--- src/rtl/irq_ctrl.sv ---
// Multi-source external interrupt controller for the core's machine external interrupt.
// Per-source enable, edge/level mode, pending and in-service state, with fixed lowest-index-first priority.
module irq_ctrl #(
    parameter int          NUM_SRC   = 8,
    parameter logic [63:0] BASE_ADDR = 64'h0000_0000_0200_0000,
    parameter int          ID_W      = 6
) (
    input  logic               clk,
    input  logic               reset,
    input  logic [NUM_SRC-1:0] irq_src,
    input  logic [63:0]        bus_address,
    input  logic [63:0]        bus_write_data,
    input  logic               bus_write_enable,
    input  logic               bus_read_enable,
    output logic [63:0]        bus_read_data,
    output logic               bus_hit,
    output logic               irq_out,
    output logic [ID_W-1:0]    irq_id
);

    localparam logic [2:0] REG_ENABLE    = 3'd0;
    localparam logic [2:0] REG_MODE      = 3'd1;
    localparam logic [2:0] REG_PENDING   = 3'd2;
    localparam logic [2:0] REG_INSERVICE = 3'd3;
    localparam logic [2:0] REG_CLAIM     = 3'd4;

    logic [NUM_SRC-1:0] enable;
    logic [NUM_SRC-1:0] mode;
    logic [NUM_SRC-1:0] pending;
    logic [NUM_SRC-1:0] in_service;
    logic [NUM_SRC-1:0] src_prev;

    logic               in_window;
    logic               rd_hit;
    logic               wr_hit;
    logic [2:0]         reg_sel;
    logic [NUM_SRC-1:0] wr_bits;
    logic [ID_W-1:0]    wr_id;
    logic               claim_rd;
    logic               done_wr;

    logic [NUM_SRC-1:0] set_evt;
    logic [NUM_SRC-1:0] claim_mask;
    logic [NUM_SRC-1:0] done_mask;
    logic [NUM_SRC-1:0] pend_clr;
    logic [NUM_SRC-1:0] eligible;
    logic [ID_W-1:0]    id_next;
    logic [63:0]        rdata;
    logic               unused_bits;

    assign in_window   = (bus_address[63:6] == BASE_ADDR[63:6]);
    assign reg_sel     = bus_address[5:3];
    assign rd_hit      = bus_read_enable && in_window;
    assign wr_hit      = bus_write_enable && in_window;
    assign wr_bits     = bus_write_data[NUM_SRC-1:0];
    assign wr_id       = bus_write_data[ID_W-1:0];
    assign claim_rd    = rd_hit && (reg_sel == REG_CLAIM);
    assign done_wr     = wr_hit && (reg_sel == REG_CLAIM);
    assign unused_bits = ^{bus_address[2:0], bus_write_data[63:NUM_SRC]};

    always_comb begin
        // NOTE: every signal gets a default before any branch, so no path can infer a latch.
        set_evt    = '0;
        claim_mask = '0;
        done_mask  = '0;
        pend_clr   = '0;
        eligible   = '0;
        id_next    = '0;
        rdata      = '0;

        for (int i = 0; i < NUM_SRC; i++) begin
            set_evt[i]    = mode[i] ? (irq_src[i] && !src_prev[i])
                                    : (irq_src[i] && !in_service[i]);
            claim_mask[i] = claim_rd && (irq_id == ID_W'(i + 1));
            done_mask[i]  = done_wr && (wr_id == ID_W'(i + 1)) && in_service[i];
        end

        // Level sources ignore write-1-to-clear; a mode flip drops stale pending state.
        pend_clr = claim_mask;
        if (wr_hit && (reg_sel == REG_PENDING)) pend_clr = pend_clr | (wr_bits & mode);
        if (wr_hit && (reg_sel == REG_MODE))    pend_clr = pend_clr | (wr_bits ^ mode);

        // A source being claimed this cycle must already be gone from the next irq_id.
        eligible = pending & enable & ~in_service & ~claim_mask;
        for (int i = NUM_SRC - 1; i >= 0; i--) begin
            if (eligible[i]) id_next = ID_W'(i + 1);
        end

        case (reg_sel)
            REG_ENABLE:    rdata = 64'(enable);
            REG_MODE:      rdata = 64'(mode);
            REG_PENDING:   rdata = 64'(pending);
            REG_INSERVICE: rdata = 64'(in_service);
            REG_CLAIM:     rdata = 64'(irq_id);
            default:       rdata = '0;
        endcase
    end

    always_ff @(posedge clk) begin
        // NOTE: state registers use non-blocking assignments so every flop samples pre-edge values.
        if (reset) begin
            enable        <= '0;
            mode          <= '0;
            pending       <= '0;
            in_service    <= '0;
            src_prev      <= '0;
            irq_out       <= 1'b0;
            irq_id        <= '0;
            bus_read_data <= '0;
            bus_hit       <= 1'b0;
        end else begin
            if (wr_hit && (reg_sel == REG_ENABLE)) enable <= wr_bits;
            if (wr_hit && (reg_sel == REG_MODE))   mode   <= wr_bits;

            // Set events take priority over every clear source in the same cycle.
            pending    <= (pending & ~pend_clr) | set_evt;
            in_service <= (in_service & ~done_mask) | claim_mask;
            src_prev   <= irq_src;

            irq_out <= |eligible;
            irq_id  <= id_next;

            if (bus_read_enable || bus_write_enable) begin
                bus_hit       <= in_window;
                bus_read_data <= rd_hit ? rdata : '0;
            end
        end
    end

endmodule

--- config.mk ---
export PLATFORM = sky130hd
export DESIGN_NAME = irq_ctrl
export DESIGN_NICKNAME = d
export VERILOG_FILES = /design/src/rtl/irq_ctrl.sv
export SDC_FILE = /design/constraint.sdc
export NUM_CORES = 1
export LEC_CHECK = 0
export CORE_MARGIN = 2
export CORE_UTILIZATION = 37
export DETAILED_ROUTE_END_ITERATION = 12
export PLACE_DENSITY_LB_ADDON = 0.1
export SLEW_MARGIN = 20
export SYNTH_ARGS = -nofsm -noshare
export SYNTH_HDL_FRONTEND = slang
export SYNTH_SLANG_ARGS = --single-unit
--- constraint.sdc ---
create_clock -name clk -period 2.8 [get_ports clk]
set_input_delay 0.56 -clock clk [delete_from_list [all_inputs] [get_ports clk]]
set_output_delay 0.56 -clock clk [all_outputs]
set_load 0.01 [all_outputs]
==> results.ini <==
[outcome]
status = completed

[sta]
finalSetupTns_ns = 0
period_share = 0.945
clock.fmax_ghz = 0.378
slew_viol_final = 0
tightest_slew_ns = 0.547
max-slew-margin-rel = 0.634
finalHoldViolations = 0
finalSetupViolations = 0
period_minus_slack_ns = 2.65
fin_skew_ns = 0.0116
timing.hold.ws_ns = 0.457
rsz0062_at_grt = false

[pwr]
swShare = 0.270
powerDensity_nw_per_um2 = 338
p_int_mw = 1.11
ir_drop_uv = 210
clockPowerShare = 0.305
p_comb_frac = 0.173
pwr-share-seq = 0.521
power.switching_mw = 0.409
p_leak_nw = 1.76

[yosys]
synth_top_flop_cell = dfxtp_1
async_flop_share = 0
synth_fa_ha_area_frac = 0.0299
ys_warn_count = 0
synth_xor_area_frac = 0
synth.distinct_cells = 47
muxShareOfSynthArea = 0.112
synth_compound_area_frac = 0.154
yosys.area_share.simple = 0.219
synth_edf_count = 0
synth_area_um2 = 3340
synth_top_family_by_area = simple AND/OR/NAND/NOR gates
syn_area_per_cell_um2 = 8.94
yosysSeqAreaShare = 0.323
synth-seq-cells = 54
postSynthCellCount = 374

[drt]
drt-total-wl_um = 9610
drc = 0
vias = 3047
antenna_left = 0
avgViaCountPerCell = 5.08
avgRoutedWirePerCell_um = 16.0
initialDrtViolationCount = 154
firstDrtPassIters = 6

[setup_path]
required_ns = 3.00
worstSetupEndpointType = flop
worst_ep_arrival_time_ns = 2.84
start_kind = input pin
critPathKind = input pin to flop
worstPathMaxFanout = 5

[clock_tree]
clk_pin_slew_worst_paths_ns = 0.10
clkLatencyLatePin_ns = 0.32
cts_resized = 0
cts_buffers = 5
ctsHoldBuffers = 0
cts_max_level = 2
cts_root_buf = clkbuf_8
cts_sinks = 54
cts_buffer_depth = 2
cts_tree = yes
postCtsSetupRepairBufs = 0

[floorplan]
io_pins = 212
dieHeight_um = 99.1
coreArea_um2 = 8760
dieArea_um2 = 9820
num_rows = 34
initial_core_util = 0.382
die_w_um = 99.1

[grt]
grt_overflow = 0
antenna_found_initial = 0
use_met2 = 0.341
grt_most_used_layer = met2
grt_use_met1 = 0.245
grt.met3_usage = 0.0489
grt_use_total = 0.194
grt_pass1_vias = 2991
grt_max_degree = 27
grt_first_pass_wirelength_um = 15400

[min_path]
min_path_type = flop to flop

[finish]
design_area_um2 = 4500
syn2layout_area_growth_pct = 34.5
nFillCells = 869
antenna_cells = 0
drive_gt1_frac = 0.130
stdcell_count = 600
nNetsFinal = 639

[place]
post_dp_cell_area_um2 = 4370
place_congestion = 0.867
dpl.cell_count = 592
place_hpwl_um = 7600
portBuffers = 94

[job]
maxCapViolations = 0

-- layout make-up --
type	count	area, um^2	share of cell area
repair buffers	128	1190	0.265
inverters	6	22.5	0.00501
well taps	108	135	0.0301
flip-flops and latches	54	1080	0.240
clock buffers	5	68.8	0.0153
clock inverters	3	25.0	0.00556
multi-input cells	296	1970	0.439
-- metrics by stage --
step           setup slack [ns]   util  total power [mW]
6_report                  0.154  0.513              1.52
5_1_grt                 0.00691  0.513              1.59
4_1_cts                   0.142  0.509              1.53
3_5_place_dp             -0.193  0.499              1.07
3_3_place_gp             -0.184  0.499              1.07
2_1_floorplan             0.461      -             0.972
-- kinds of logic after synthesis --
kind of cell             count (synthesis)
AND/OR/NAND/NOR                        125
buffers and inverters                   81
AO/OA/AOI/OAI                           74
flip-flops                              54
multiplexers                            31
adder cells (fa/ha/maj)                  8
other                                    1
-- cells in the mapped netlist, types with 2 or more instances --
library cell / n / area share
a211o_1: 2 / 0.0052
a21bo_2: 2 / 0.0060
a21o_1: 4 / 0.0090
a21oi_1: 16 / 0.024
a22o_1: 6 / 0.016
a22oi_1: 18 / 0.040
a31o_2: 3 / 0.0079
a31oi_1: 4 / 0.0075
and3_1: 5 / 0.0094
and4b_1: 3 / 0.0090
buf_1: 2 / 0.0022
buf_2: 4 / 0.0060
buf_4: 59 / 0.13
clkbuf_1: 9 / 0.010
dfxtp_1: 54 / 0.32
ha_1: 8 / 0.030
inv_1: 6 / 0.0067
mux2i_1: 25 / 0.075
mux4_2: 5 / 0.034
nand2_1: 19 / 0.021
nand2b_1: 2 / 0.0037
nand3_1: 4 / 0.0060
nand3b_1: 8 / 0.018
nand4_1: 7 / 0.013
nor2_1: 34 / 0.038
nor2b_1: 16 / 0.030
nor3b_1: 3 / 0.0067
nor4_1: 14 / 0.026
nor4_4: 2 / 0.013
nor4b_2: 2 / 0.0090
o21ai_0: 6 / 0.0090
o22ai_1: 4 / 0.0075
o31ai_1: 2 / 0.0045
o41ai_1: 3 / 0.0079
-- power by group through the flow --
stage	logic, mW	registers, mW	clock network (mW)
final	0.263	0.791	0.463
after global routing	0.287	0.794	0.507
after detailed placement	0.261	0.809	0
after global placement	0.259	0.809	0
after CTS	0.262	0.792	0.477
after floorplan	0.165	0.807	0
-- placed cells by master (no fill, tap or decap), types with 7 or more instances in the layout --
master | Yosys | routed
nand4_1 | 7 | 7
a21oi_1 | 16 | 16
clkdlybuf4s50_1 | 0 | 93
nor2b_1 | 16 | 16
nand2_1 | 19 | 19
a22oi_1 | 18 | 18
dfxtp_1 | 54 | 54
nor2_1 | 34 | 34
nor4_1 | 14 | 13
nand3b_1 | 8 | 8
conb_1 | 1 | 58
buf_4 | 59 | 34
mux2i_1 | 25 | 25
ha_1 | 8 | 8
-- per-layer routing --
metal,vias up,share of wire
met5,-,0
met4,0,0.0061
met3,6,0.081
met2,121,0.49
met1,1436,0.42
li1,1484,-
-- registers in the layout, indices dropped and copies added, names as in the netlist --
register       count
src_prev           8
pending            8
in_service         8
bus_read_data      8
bus_hit            1
mode               8
irq_id             4
irq_out            1
enable             8
-- worst max-delay path, cell delays in order --
cell	delay, ns
clkdlybuf4s50_1	0.42
nor4_2	0.26
buf_4	0.15
nand4_1	0.09
buf_4	0.18
nor4_4	0.34
buf_4	0.20
nand4_1	0.26
o31ai_1	0.30
a21oi_1	0.10
-- worst paths after layout --
| check | from | to | slack [ns] | cells after the start |
|---|---|---|---|---|
| worst min register to register | bus_hit$_SDFFE_PP0P_ | bus_hit$_SDFFE_PP0P_ | 0.46 | 2 |
| worst max register to register | irq_id[3]$_SDFF_PP0_ | irq_id[3]$_SDFF_PP0_ | 0.70 | 6 |
| worst max-delay path | bus_address[53] | in_service[3]$_SDFF_PP0_ | 0.15 | 10 |
| worst min-delay path | bus_hit$_SDFFE_PP0P_ | bus_hit$_SDFFE_PP0P_ | 0.46 | 2 |
No activity file was read; power rests on OpenSTA's default activity.
